[src/rtl/alu_exec_sequencer.sv]
// alu_exec_sequencer
//   Multi-cycle execution sequencer between decode and the per-format ALU
//   units. It accepts one decoded instruction at a time, reads the register
//   file, drives operands and a unit start pulse, waits for multi-cycle units
//   and performs a single write-back per retired instruction.
//
//   Optional feature: define ALU_EXEC_TIMEOUT_EN to bound the WAIT state to
//   MAX_WAIT cycles (abort + sticky oERR on expiry). Without it, oERR is 0.
//
// Ports
//   iCLK, iRST_N              clock (rising edge), async active-low reset
//   iVALID / oREADY           decode handshake; accept on iVALID && oREADY
//   iUNIT, iMULTI             unit code and multi-cycle flag, captured on accept
//   iRD, iRS1, iRS2           register indices, captured on accept
//   oRF_RADDR1/2, iRF_RDATA1/2 register-file read port
//   oALU_IN1/2, oUNIT_SEL     operands and active unit code
//   oUNIT_START, oUNIT_ABORT  one-cycle unit control pulses
//   iUNIT_DONE, iALU_OUT      unit completion and result
//   oWB_EN/ADDR/DATA          register write-back
//   iFLUSH                    discard the in-flight instruction
//   oBUSY, oRETIRED, oERR     status
module alu_exec_sequencer #(
  parameter int unsigned UNIT_W   = 4,
  parameter int unsigned RET_W    = 32,
  parameter int unsigned MAX_WAIT = 64
) (
  input  logic              iCLK,
  input  logic              iRST_N,
  input  logic              iVALID,
  output logic              oREADY,
  input  logic [UNIT_W-1:0] iUNIT,
  input  logic              iMULTI,
  input  logic [4:0]        iRD,
  input  logic [4:0]        iRS1,
  input  logic [4:0]        iRS2,
  output logic [4:0]        oRF_RADDR1,
  output logic [4:0]        oRF_RADDR2,
  input  logic [31:0]       iRF_RDATA1,
  input  logic [31:0]       iRF_RDATA2,
  output logic [31:0]       oALU_IN1,
  output logic [31:0]       oALU_IN2,
  output logic [UNIT_W-1:0] oUNIT_SEL,
  output logic              oUNIT_START,
  input  logic              iUNIT_DONE,
  output logic              oUNIT_ABORT,
  input  logic [31:0]       iALU_OUT,
  output logic              oWB_EN,
  output logic [4:0]        oWB_ADDR,
  output logic [31:0]       oWB_DATA,
  input  logic              iFLUSH,
  output logic              oBUSY,
  output logic [RET_W-1:0]  oRETIRED,
  output logic              oERR
);

  if (MAX_WAIT < 1) begin : g_bad_max_wait
    $error("alu_exec_sequencer: MAX_WAIT must be at least 1");
  end

  typedef enum logic [2:0] {
    S_IDLE,
    S_READ,
    S_EXEC,
    S_WAIT,
    S_WB
  } state_t;

  state_t              state_q, state_d;
  logic                ready_q, ready_d;
  logic                busy_q, busy_d;
  logic                multi_q, multi_d;
  logic [4:0]          rd_q, rd_d;
  logic [4:0]          raddr1_q, raddr1_d;
  logic [4:0]          raddr2_q, raddr2_d;
  logic [31:0]         alu_in1_q, alu_in1_d;
  logic [31:0]         alu_in2_q, alu_in2_d;
  logic [UNIT_W-1:0]   sel_q, sel_d;
  logic                start_q, start_d;
  logic                abort_q, abort_d;
  logic                wb_en_q, wb_en_d;
  logic [4:0]          wb_addr_q, wb_addr_d;
  logic [31:0]         wb_data_q, wb_data_d;
  logic [RET_W-1:0]    retired_q, retired_d;
  logic                err_q, err_d;

`ifdef ALU_EXEC_TIMEOUT_EN
  localparam int unsigned CNT_W = $clog2(MAX_WAIT + 1);
  logic [CNT_W-1:0]    cnt_q, cnt_d;
`endif

  always_comb begin
    state_d   = state_q;
    multi_d   = multi_q;
    rd_d      = rd_q;
    raddr1_d  = raddr1_q;
    raddr2_d  = raddr2_q;
    alu_in1_d = alu_in1_q;
    alu_in2_d = alu_in2_q;
    sel_d     = sel_q;
    start_d   = 1'b0;
    abort_d   = 1'b0;
    wb_en_d   = 1'b0;
    wb_addr_d = wb_addr_q;
    wb_data_d = wb_data_q;
    retired_d = retired_q;
    err_d     = err_q;
`ifdef ALU_EXEC_TIMEOUT_EN
    cnt_d     = cnt_q;
`endif

    unique case (state_q)
      S_IDLE: begin
        // A flush in IDLE only suppresses acceptance for that cycle.
        if (iVALID && ready_q && !iFLUSH) begin
          multi_d  = iMULTI;
          rd_d     = iRD;
          raddr1_d = iRS1;
          raddr2_d = iRS2;
          sel_d    = iUNIT;
          start_d  = 1'b1;
          state_d  = S_READ;
        end
      end
      S_READ: begin
        if (iFLUSH) begin
          state_d = S_IDLE;
        end else begin
          alu_in1_d = iRF_RDATA1;
          alu_in2_d = iRF_RDATA2;
          state_d   = multi_q ? S_WAIT : S_EXEC;
`ifdef ALU_EXEC_TIMEOUT_EN
          cnt_d     = '0;
`endif
        end
      end
      S_EXEC: begin
        if (iFLUSH) begin
          state_d = S_IDLE;
        end else begin
          wb_data_d = iALU_OUT;
          wb_addr_d = rd_q;
          wb_en_d   = (rd_q != 5'd0);
          retired_d = retired_q + RET_W'(1);
          state_d   = S_WB;
        end
      end
      S_WAIT: begin
        // Flush has priority over a same-cycle completion.
        if (iFLUSH) begin
          abort_d = 1'b1;
          state_d = S_IDLE;
        end else if (iUNIT_DONE) begin
          wb_data_d = iALU_OUT;
          wb_addr_d = rd_q;
          wb_en_d   = (rd_q != 5'd0);
          retired_d = retired_q + RET_W'(1);
          state_d   = S_WB;
        end
`ifdef ALU_EXEC_TIMEOUT_EN
        // cnt_q counts completed WAIT cycles; this is the MAX_WAIT-th one.
        else if (cnt_q == CNT_W'(MAX_WAIT - 1)) begin
          abort_d = 1'b1;
          err_d   = 1'b1;
          state_d = S_IDLE;
        end else begin
          cnt_d = cnt_q + CNT_W'(1);
        end
`endif
      end
      S_WB: begin
        state_d = S_IDLE;
      end
      default: begin
        state_d = S_IDLE;
      end
    endcase

    // Write-back and retire are registered on WB entry, so the WB cycle
    // itself needs no further action and ignores iFLUSH.
    ready_d = (state_d == S_IDLE);
    busy_d  = !ready_d;
  end

  always_ff @(posedge iCLK or negedge iRST_N) begin
    if (!iRST_N) begin
      state_q   <= S_IDLE;
      ready_q   <= 1'b1;
      busy_q    <= 1'b0;
      multi_q   <= 1'b0;
      rd_q      <= '0;
      raddr1_q  <= '0;
      raddr2_q  <= '0;
      alu_in1_q <= '0;
      alu_in2_q <= '0;
      sel_q     <= '0;
      start_q   <= 1'b0;
      abort_q   <= 1'b0;
      wb_en_q   <= 1'b0;
      wb_addr_q <= '0;
      wb_data_q <= '0;
      retired_q <= '0;
      err_q     <= 1'b0;
    end else begin
      state_q   <= state_d;
      ready_q   <= ready_d;
      busy_q    <= busy_d;
      multi_q   <= multi_d;
      rd_q      <= rd_d;
      raddr1_q  <= raddr1_d;
      raddr2_q  <= raddr2_d;
      alu_in1_q <= alu_in1_d;
      alu_in2_q <= alu_in2_d;
      sel_q     <= sel_d;
      start_q   <= start_d;
      abort_q   <= abort_d;
      wb_en_q   <= wb_en_d;
      wb_addr_q <= wb_addr_d;
      wb_data_q <= wb_data_d;
      retired_q <= retired_d;
      err_q     <= err_d;
    end
  end

`ifdef ALU_EXEC_TIMEOUT_EN
  always_ff @(posedge iCLK or negedge iRST_N) begin
    if (!iRST_N) begin
      cnt_q <= '0;
    end else begin
      cnt_q <= cnt_d;
    end
  end
`endif

  assign oREADY      = ready_q;
  assign oBUSY       = busy_q;
  assign oRF_RADDR1  = raddr1_q;
  assign oRF_RADDR2  = raddr2_q;
  assign oALU_IN1    = alu_in1_q;
  assign oALU_IN2    = alu_in2_q;
  assign oUNIT_SEL   = sel_q;
  assign oUNIT_START = start_q;
  assign oUNIT_ABORT = abort_q;
  assign oWB_EN      = wb_en_q;
  assign oWB_ADDR    = wb_addr_q;
  assign oWB_DATA    = wb_data_q;
  assign oRETIRED    = retired_q;
  assign oERR        = err_q;

endmodule

[config.mk]
export PLATFORM = sky130hd
export DESIGN_NAME = alu_exec_sequencer
export DESIGN_NICKNAME = d
export VERILOG_FILES = /design/src/rtl/alu_exec_sequencer.sv
export SDC_FILE = /design/constraint.sdc
export NUM_CORES = 1
export LEC_CHECK = 0
export CAP_MARGIN = 30
export CORE_MARGIN = 5
export CORE_UTILIZATION = 39
export CTS_BUF_LIST = sky130_fd_sc_hd__clkbuf_16
export CTS_CLUSTER_DIAMETER = 100
export DETAILED_ROUTE_END_ITERATION = 10
export PLACE_DENSITY = 0.87
export SLEW_MARGIN = 15
export SYNTH_ARGS = -nofsm -noshare
export SYNTH_HDL_FRONTEND = slang
export SYNTH_SLANG_ARGS = --single-unit
[constraint.sdc]
create_clock -name iCLK -period 2.55 [get_ports iCLK]
set_input_delay 0.51 -clock iCLK [delete_from_list [all_inputs] [get_ports iCLK]]
set_output_delay 0.51 -clock iCLK [all_outputs]
set_load 0.02 [all_outputs]
[After elaboration in Yosys (flattened, before gate mapping)]
Index checks and enable logic that the tools add are counted.
W data, S select, Z words.
Storage, ports and cells
  flip-flop bits (word level): 161
  bits in latches: 0
  RAM bits: 0
  bits in read-only memories: 0
  memories kept: 0
Operators by class
  $add $sub $neg: 1
  $mul: 0
  div/mod/pow operators: 0
  $lt $le $gt $ge: 0
  equality and inequality tests: 6
  shift-type cells: 0
  mux-type cells: 27
  bitwise logic cells: 1
  reductions and logical operators: 11
Operator list (number)
  $mux W32: 6
  $pmux W32 S2: 2
  $add A32 B1 Y32 const B: 1
  $mux W5: 3
  $mux W3: 4
  $pmux W3 S4: 1
  $pmux W5 S2: 1
  $mux W1: 8
  $eq A3 B2 Y1 const B: 2
  $logic_not A3 Y1: 2
  $ne A2 B2 Y1 const B: 3
  $reduce_bool A5 Y1: 1
  $reduce_and A2 Y1: 2
  $reduce_and A4 Y1: 1
  $eq A3 B1 Y1 const B: 1
  $logic_and A1 B1 Y1: 2
  $logic_not A1 Y1: 2
  $mux W2: 1
  $pmux W1 S2: 1
  $reduce_bool A2 Y1: 1
  $not A1 Y1: 1

[Logic depth before layout (Yosys ltp)]
  depth after elaboration: 6
  gate-level depth with buffers: 7

[Least setup slack after synthesis]
OpenSTA, ideal clock, no wires.
  path type: register -> register
  start: reg retired_q[6] (netlist: oRETIRED[6])
  end: reg retired_q[25] (netlist: oRETIRED[25])
  setup time: 0.080 ns
  arrival time: 1.724 ns
  data required time: 2.470 ns
  path slack: 0.747 ns
  stages on the path, launching flop included: 6
  path buffers: 0
  cells stage by stage: dfrtp_1 nand3_2 or2_4 or4_4 nor4_4 xor2_1
Between the ends
  longest elaborated chain between the ends: 4
  elaborated cells on any way between the ends: 5
  classes of those cells: add/sub: 1; mux: 4
Ends and longest elaborated chain
  start: declaration: RTL line 83  | logic [RET_W-1:0] retired_q, retired_d;
  start signal: assignment: RTL line 219  | retired_q <= retired_d;
  $add A32 B1 Y32 *: RTL line 143, 156
  $mux W32: RTL line 152  | end else if (iUNIT_DONE) begin
  $mux W32: RTL line 149  | if (iFLUSH) begin
  $pmux W32 S2 *: RTL line 111  | unique case (state_q)
Every way passes the cells marked *; elsewhere a longest branch is shown, timed or not. The select of a mux whose other input is x is not followed.
A chain may end at the register's enable or synchronous reset.

[Final worst setup path]
  start: reg retired_q[2] (netlist: oRETIRED[2])
  end: out oRETIRED[2]
RTL lines
  end: declaration: RTL line 52  | output logic [RET_W-1:0] oRETIRED,
No word-level cell between the ends.

==> impl_metrics.ini <==
[run_status]
status = finished, final reports clean

[clock_tree]
cts.sinks = 161
numCtsBuffers = 17
cts_tree = yes
worst_skew_pair.late_latency_ns = 0.42
cts_setup_buffers = 0
htreeDepth = 4
clockRootBuffer = clkbuf_16
cts_resized = 0
clk_pin_slew_ns = 0.06
hold_buffers = 0
cts_buffer_depth = 2

[synth]
synth_edf_count = 0
ys_warn_count = 0
netlist_top_cells_area = dfrtp_1, mux2_2, nand2_1
async_flop_share_pct = 100
ys_seq_elements = 161
syn-cell-area_um2 = 6290
syn_avg_cell_area_um2 = 11.8
seq_area_frac_synth_pct = 64.1
synth_fp_nets = 653
synth_cell_types = 39
synth_top_area_share_pct = 63.7
ys.flop_type = dfrtp_1
postSynthCellCount = 531
synth_area_leader_cell = dfrtp_1

[timing]
holdWs_ns = 0.0290
finClkSkew_ns = 0.00558
post-route-min-period_ns = 2.08
setup_viol = 0
slew_viol_final = 0
tns_ns = 0
rsz0062_at_grt = false
max_freq_mhz = 481
hold_violations = 0
fin_crit_sh_pct = 81.5

[finish]
nNetsFinal = 936
drive_gt1_share_pct = 14.5
final_common_cell = clkdlybuf4s50_1
n_antenna_cell = 0
area_growth_syn_to_layout_pct = 57.9
final_cell_mix = clkdlybuf4s50_1, nand2_1, dfrtp_1

[worst_setup_path]
crit_type = reg -> out
path_delay_family = buffers and inverters
cp-start-kind = flop
endpoint_kind = primary output
crit_buf_inv = 1
crit_chain = clkdlybuf4s50_1
cp.arrival_ns = 1.57
max_stage_delay_ns = 0.68
critPathRequiredTime_ns = 2.04
crit_slowest_cell = clkdlybuf4s50_1
crit_fanout = 6

[power_and_ir_drop]
peakVddDrop_uv = 538
power.leakage_nw = 4.47
sw_frac_of_total_pct = 33.5
p_per_area_nw_per_um2 = 1100
power_frac_seq_pct = 36.8
power_switching_mw = 3.66
p_int_mw = 7.24
comb_power_share_pct = 39.7
power_frac_clock_pct = 23.5

[global_route]
grt.total_usage_pct = 18.9
grt_max_degree = 68
grt_antenna_before_repair = 1
overflow = 0
grt_pass1_vias = 5057
grt_pass1_wl_um = 27400

[detailed_routing]
drc = 0
wl_um = 17600
ant_nets = 0
dr.first_iter.drc_count = 161
vias = 4841
drt-wirelength-per-cell_um = 16.9
dr.pass1.iters = 4
routed_via_density = 4.64

[job]
cap_violations = 0

[placement]
dp_hpwl_um = 13200
gp_congestion = 0.763
port_buffers = 272

[min_path]
hold_path_class = in -> async

[die]
io-pin-count = 274
die_w_um = 137
num_rows = 46
die_area_um2 = 18800
die_y_um = 137
core-area_um2 = 15800
start_util_pct = 39.7
==> sequential cells by signal (all words and copies together), names as in the netlist, 3 cells and up <==
signal / cells
oALU_IN1: 32
oALU_IN2: 32
oRETIRED: 32
oRF_RADDR1: 5
oRF_RADDR2: 5
oUNIT_SEL: 4
oWB_ADDR: 5
oWB_DATA: 32
rd_q: 5
state_q: 3
==> final timing paths <==
kind                         startpoint            to  slack, ns  depth (start not counted)
min in group iCLK          oRETIRED[31]  oRETIRED[31]       0.47                          1
max in group asynchronous        iRST_N   oWB_DATA[9]       1.81                          2
hold reg to reg            oRETIRED[31]  oRETIRED[31]       0.47                          1
setup reg to reg             state_q[2]  oALU_IN1[15]       0.71                          5
hold / removal                   iRST_N  oWB_DATA[16]       0.03                          1
setup / recovery            oRETIRED[2]   oRETIRED[2]       0.47                          1
==> Yosys cell counts (2+ instances only) <==
master    instances
nand2_1         188
dfrtp_1         160
mux2_2           64
xnor2_1          21
clkbuf_1         12
nor2_1           10
xor2_1           10
nand3_1           8
buf_2             6
inv_1             6
nand4_1           6
nor3_1            6
and3_1            3
a21oi_1           2
and4_1            2
nor2_2            2
nor3_2            2
nor4_4            2
==> area by class of cell <==
| cell class | instances | area (µm²) |
|---|---|---|
| Fill cell | 1229 | 5900 |
| Clock buffer | 17 | 425 |
| Sequential cell | 161 | 4030 |
| Multi-Input combinational cell | 344 | 2150 |
| Tap cell | 216 | 270 |
| Clock inverter | 15 | 166 |
| Inverter | 6 | 22.5 |
| Timing Repair Buffer | 284 | 2860 |
==> cell families after synthesis <==
family / synth area share (%)
flip-flops: 64.1
XOR/XNOR: 4.32
multiplexers: 11.6
adder cells (fa/ha/maj): 0.199
AND/OR/NAND/NOR: 17.6
AO/OA/AOI/OAI: 0.239
other: 0.0596
buffers and inverters: 1.85
==> routing by layer <==
metal	up-vias	share of wire [%]	GRT usage [%]
met5	-	0.074	0
met4	2	2.3	6.43
met3	35	10	7.79
met2	187	50	31.4
met1	2322	38	22.2
li1	2295	-	-
==> worst reg2reg max path, delay by kind of cell (launching register included) <==
| kind | cells | cell delay [ns] |
|---|---|---|
| mux | 1 | 0.39 |
| flops | 1 | 0.40 |
| buf+inv | 1 | 0.25 |
| simple gates | 3 | 0.69 |
==> power groups by stage <==
stage                     sequential, mW  combinational, mW  clock, mW
after global routing                4.15               4.59       2.74
final                               4.01               4.33       2.56
after CTS                           4.02               4.39       2.62
after global placement              4.01               4.29          0
after floorplan                     5.10              0.893          0
after detailed placement            4.06               4.38          0
==> per-stage QoR <==
stage	power [mW]	std cells	utilization (%)	worst slack, ns	area, µm²
floorplan	6.00	531	-	0.747	6290
global placement	8.29	1011	59.0	0.176	9330
detailed placement	8.44	1011	59.0	0.102	9330
CTS	11.0	1043	62.7	0.446	9920
global route	11.5	1043	62.7	0.417	9920
finish	10.9	1043	62.7	0.472	9920
No activity file was read; power rests on OpenSTA's default activity.
